`config.mk`:
```
export PLATFORM = sky130hd
export DESIGN_NAME = sum_pair_serializer
export DESIGN_NICKNAME = d
export VERILOG_FILES = /design/src/rtl/sum_pair_serializer.sv
export SDC_FILE = /design/constraint.sdc
export NUM_CORES = 1
export LEC_CHECK = 0
export BUFFER_PORTS_ARGS = -buffer_cell sky130_fd_sc_hd__buf_4
export CAP_MARGIN = 20
export CELL_PAD_IN_SITES_DETAIL_PLACEMENT = 2
export CELL_PAD_IN_SITES_GLOBAL_PLACEMENT = 2
export CORE_UTILIZATION = 39
export CTS_BUF_LIST = sky130_fd_sc_hd__clkbuf_2 sky130_fd_sc_hd__clkbuf_4 sky130_fd_sc_hd__clkbuf_8
export CTS_CLUSTER_SIZE = 10
export DETAILED_ROUTE_END_ITERATION = 6
export PLACE_DENSITY_LB_ADDON = 0.1
export SYNTH_ARGS = -nofsm -noshare
export SYNTH_HDL_FRONTEND = slang
export SYNTH_SLANG_ARGS = --single-unit
export TNS_END_PERCENT = 20
```
`constraint.sdc`:
```
create_clock -name clk -period 1.89 [get_ports clk]
set_input_delay 0.2835 -clock clk [delete_from_list [all_inputs] [get_ports clk]]
set_output_delay 0.2835 -clock clk [all_outputs]
set_load 0.1 [all_outputs]
```
`src/rtl/sum_pair_serializer.sv`:
```
// Buffers {z1, z0} sum pairs in a small FIFO and emits them as a z0-then-z1 byte
// stream under valid/ready, counting pairs that break z1 == z0 + 1 (mod 256).
module sum_pair_serializer #(
  parameter int DEPTH = 4
) (
  input  logic       clk,
  input  logic       reset_,
  input  logic       in_valid,
  input  logic [7:0] in_z0,
  input  logic [7:0] in_z1,
  output logic       in_ready,
  output logic       out_valid,
  output logic [7:0] out_data,
  output logic       out_last,
  input  logic       out_ready,
  output logic [7:0] err_cnt,
  output logic       err_seen
);

  localparam int AW = $clog2(DEPTH);
  localparam logic [AW:0] FULL_COUNT = (AW + 1)'(DEPTH);

  typedef enum logic {
    SEL_Z0 = 1'b0,
    SEL_Z1 = 1'b1
  } sel_t;

  logic [15:0] mem [DEPTH];
  logic [AW:0] wr_ptr;
  logic [AW:0] rd_ptr;
  logic [AW:0] count;
  sel_t        sel;
  sel_t        next_sel;

  logic        full;
  logic        empty;
  logic        push;
  logic        pop_beat;
  logic        pop_pair;
  logic [15:0] head;
  logic [7:0]  z0_plus_one;
  logic        violation;

  assign full  = (count == FULL_COUNT);
  assign empty = (count == '0);

  // Flow control looks at registered state only, so a full FIFO refuses a push
  // even when the head pair drains on the same edge.
  assign in_ready  = !full;
  assign out_valid = !empty;

  assign push     = in_valid && in_ready;
  assign pop_beat = out_valid && out_ready;
  assign pop_pair = pop_beat && (sel == SEL_Z1);

  assign head     = mem[rd_ptr[AW-1:0]];
  assign out_data = out_valid ? ((sel == SEL_Z1) ? head[15:8] : head[7:0]) : 8'h00;
  assign out_last = (sel == SEL_Z1) && out_valid;

  assign z0_plus_one = in_z0 + 8'd1;
  assign violation   = (in_z1 != z0_plus_one);

  // NOTE: the storage array carries no reset; stale entries are never visible
  // because out_valid is gated by count, which is reset.
  always_ff @(posedge clk) begin
    if (push) begin
      mem[wr_ptr[AW-1:0]] <= {in_z1, in_z0};
    end
  end

  // NOTE: every output of this block gets a default before any branch so no
  // latch is inferred.
  always_comb begin
    next_sel = sel;
    if (pop_beat) begin
      next_sel = (sel == SEL_Z0) ? SEL_Z1 : SEL_Z0;
    end
  end

  always_ff @(posedge clk or negedge reset_) begin
    if (!reset_) begin
      sel <= SEL_Z0;
    end else begin
      sel <= next_sel;
    end
  end

  always_ff @(posedge clk or negedge reset_) begin
    if (!reset_) begin
      wr_ptr <= '0;
      rd_ptr <= '0;
      count  <= '0;
    end else begin
      if (push) begin
        wr_ptr <= wr_ptr + 1'b1;
      end
      if (pop_pair) begin
        rd_ptr <= rd_ptr + 1'b1;
      end
      case ({push, pop_pair})
        2'b10:   count <= count + 1'b1;
        2'b01:   count <= count - 1'b1;
        default: count <= count;
      endcase
    end
  end

  // The pair is stored whatever the check says; only the error state reacts.
  always_ff @(posedge clk or negedge reset_) begin
    if (!reset_) begin
      err_cnt  <= 8'd0;
      err_seen <= 1'b0;
    end else if (push && violation) begin
      err_seen <= 1'b1;
      if (err_cnt != 8'hFF) begin
        err_cnt <= err_cnt + 8'd1;
      end
    end
  end

endmodule

```
==> reports/results.ini <==
[status]
status = finished, violations left
violations = design-rule violations, negative setup slack

[synthesis]
synth_top_area_share_pct = 53.9
netlist_area_um2 = 3570
synth_area_leaders = edfxtp_1, dfrtp_1, mux4_2
synth_ff_type = edfxtp_1
post-synth-top-count-cell = edfxtp_1
syn_inst = 211
synth.distinct_cells = 40
yosys_warnings = 0
synth-seq-cells = 81
synthTopCellsByCount = edfxtp_1, dfrtp_1, mux4_2
synthArstFlopShare_pct = 21.0
synth_nets = 239
synth-seq-area-share_pct = 65.8
yosys.area.top_type = edfxtp_1
synth-edff-count = 64
synth.avg_cell_area_um2 = 16.9

[routing]
wl_mm = 8.16
routedWlPerCell_um = 21.1
via_count = 2004
first_iter_violations = 119
drc = 4
viasPerCell = 5.18
antenna_left = 0
dr.pass1.iters = 6

[global_routing]
overflow = 0
grt_pass1_wl_mm = 13.2
grt_pass1_vias = 2331
grt_max_degree = 18
grt_util_all_layers_pct = 19.0
antenna_found_initial = 0

[cells_and_area]
utilization_pct = 51.0
layout-drive-gt1-share_pct = 44.1
diodes = 0
nets = 302
instances_no_fill = 387
postLayoutCellArea_um2 = 4490
syn_to_final_growth_pct = 25.9

[sta]
worst_clock_skew_ns = 0.00858
fin_ws_ns = -0.283
hold_viol = 0
fmax_ghz = 0.460
slew_violations = 0
worstMarginPinSlew_ns = 0.328
slew_headroom_pct = 78.0
rsz0062_at_grt = yes
post-route-period-util_pct = 115
period_needed_ns = 2.17
setup_viol = 8

[clock_tree]
clk_pin_slew_ns = 0.09
cts_sinks = 81
cts_tree = built
cts-htree-levels = 3
numCtsBuffers = 9
clkLatencyLatePin_ns = 0.34
root_buffer = clkbuf_8
clockBufferDepth = 2

[flow_run]
cap_violations = 0

[critical_path]
worstSetupEndpointType = output port
arrival_ns = 1.89
crit_fanout = 9
slowest_delay_ns = 0.52
worst_setup_path_start_kind = register
cp_top_family = multiplexers
crit_type = register to output port
path_buf_inv = 2
required_ns = 1.61
worst_path_max_delay_cell = mux4_2
crit_path_cell_trace = buf_12 -> mux4_2 -> mux2i_2 -> nor2_2 -> buf_6

[floorplan]
initial_core_util_pct = 40.5
die_w_um = 97.7
rows = 34
die_y_um = 97.7
core_area_um2 = 8810
io_pins = 40
dieArea_um2 = 9540

[place]
place_inst = 369
place_congestion = 0.726
portBuffers = 39
dp_hpwl_mm = 5.63
dpl_cell_area_um2 = 4170

[hold_path]
hp-class = primary input to register

[state kept, by name, summed over array words and instances (netlist names)]
name,cells
wr_ptr,2
mem,64
rd_ptr,2
sel,1
err_seen,1
err_cnt,8
count,3
[cell usage in the layout (no fill, tap or decap), types with 2 or more instances in the layout]
| master | netlist | routed |
|---|---|---|
| a21oi_1 | 2 | 2 |
| nand2_1 | 7 | 7 |
| nor2_2 | 0 | 7 |
| nor2_1 | 14 | 6 |
| buf_6 | 0 | 5 |
| inv_2 | 4 | 2 |
| xnor2_1 | 14 | 14 |
| buf_4 | 2 | 47 |
| mux4_2 | 16 | 16 |
| mux2i_1 | 9 | 4 |
| dfrtp_2 | 0 | 3 |
| inv_1 | 6 | 6 |
| nand4b_1 | 2 | 2 |
| nor2b_1 | 2 | 2 |
| buf_12 | 0 | 4 |
| and3_1 | 6 | 5 |
| mux2i_2 | 0 | 4 |
| inv_6 | 0 | 2 |
| nand3_1 | 4 | 4 |
| xor2_1 | 8 | 8 |
| clkinvlp_4 | 0 | 2 |
| dfrtp_1 | 17 | 14 |
| clkbuf_8 | 0 | 9 |
| ha_1 | 7 | 6 |
| edfxtp_1 | 64 | 64 |
[path summary, 6_finish.rpt]
check / startpoint / endpoint / slack, ns / cells past startpoint
setup reg to reg: count[0] / count[2] / 0.03 / 10
max in group asynchronous: reset_ / err_cnt[0] / 1.32 / 2
hold reg to reg: err_seen / err_seen / 0.47 / 1
hold / removal: in_z1[5] / mem[3][13] / 0.16 / 1
setup / recovery: rd_ptr[0] / out_data[3] / -0.28 / 5
min in group asynchronous: reset_ / sel / 0.34 / 2
[layer usage]
layer	up-vias	global-route usage, %	routed length [um]
li1	919	-	-
met1	1039	23.8	3410
met2	34	33.4	4380
met3	12	2.23	207
met4	0	7.58	151
met5	-	0	0
[what timing repair did]
item                                    in CTS  in global routing
buffers inserted                             1                  0
endpoints found under the hold margin       17                  0
pin swaps                                    0                  1
resized for setup                           18                  8
hold buffers                                 1                  0
endpoints found under the setup margin       9                 10
[final cells by class]
cell class                 instances  area (um2)
clock buffer                      10         131
clock inverter                     6        67.6
fill                             810        4310
inverter                          10        45.0
multi-input combinational        114        1250
sequential                        81        2350
tap                              108         135
timing repair buffer              58         514
[metrics by stage]
step	hold slack (ns)	setup WS (ns)	TNS, ns
5_1_grt	0.140	-0.345	-2.75
2_1_floorplan	-0.0121	-0.349	-4.58
3_5_place_dp	0.170	-0.138	-0.561
4_1_cts	0.140	-0.314	-2.27
6_report	0.159	-0.283	-2.09
3_3_place_gp	0.166	-0.0776	-0.113
[cell families (layout without fill, tap and decap cells)]
family,after synthesis,after routing,share of synthesized area (%)
AO/OA/AOI/OAI,11,11,3.09
XOR/XNOR,23,23,5.86
adder cells (fa/ha/maj),9,9,3.30
buffers and inverters,16,84,1.96
flip-flops,81,81,65.8
multiplexers,26,26,12.9
AND/OR/NAND/NOR,45,45,7.08
Power is not shown: default switching activity piles up to over one toggle a cycle in this logic, so the estimate is an artifact.
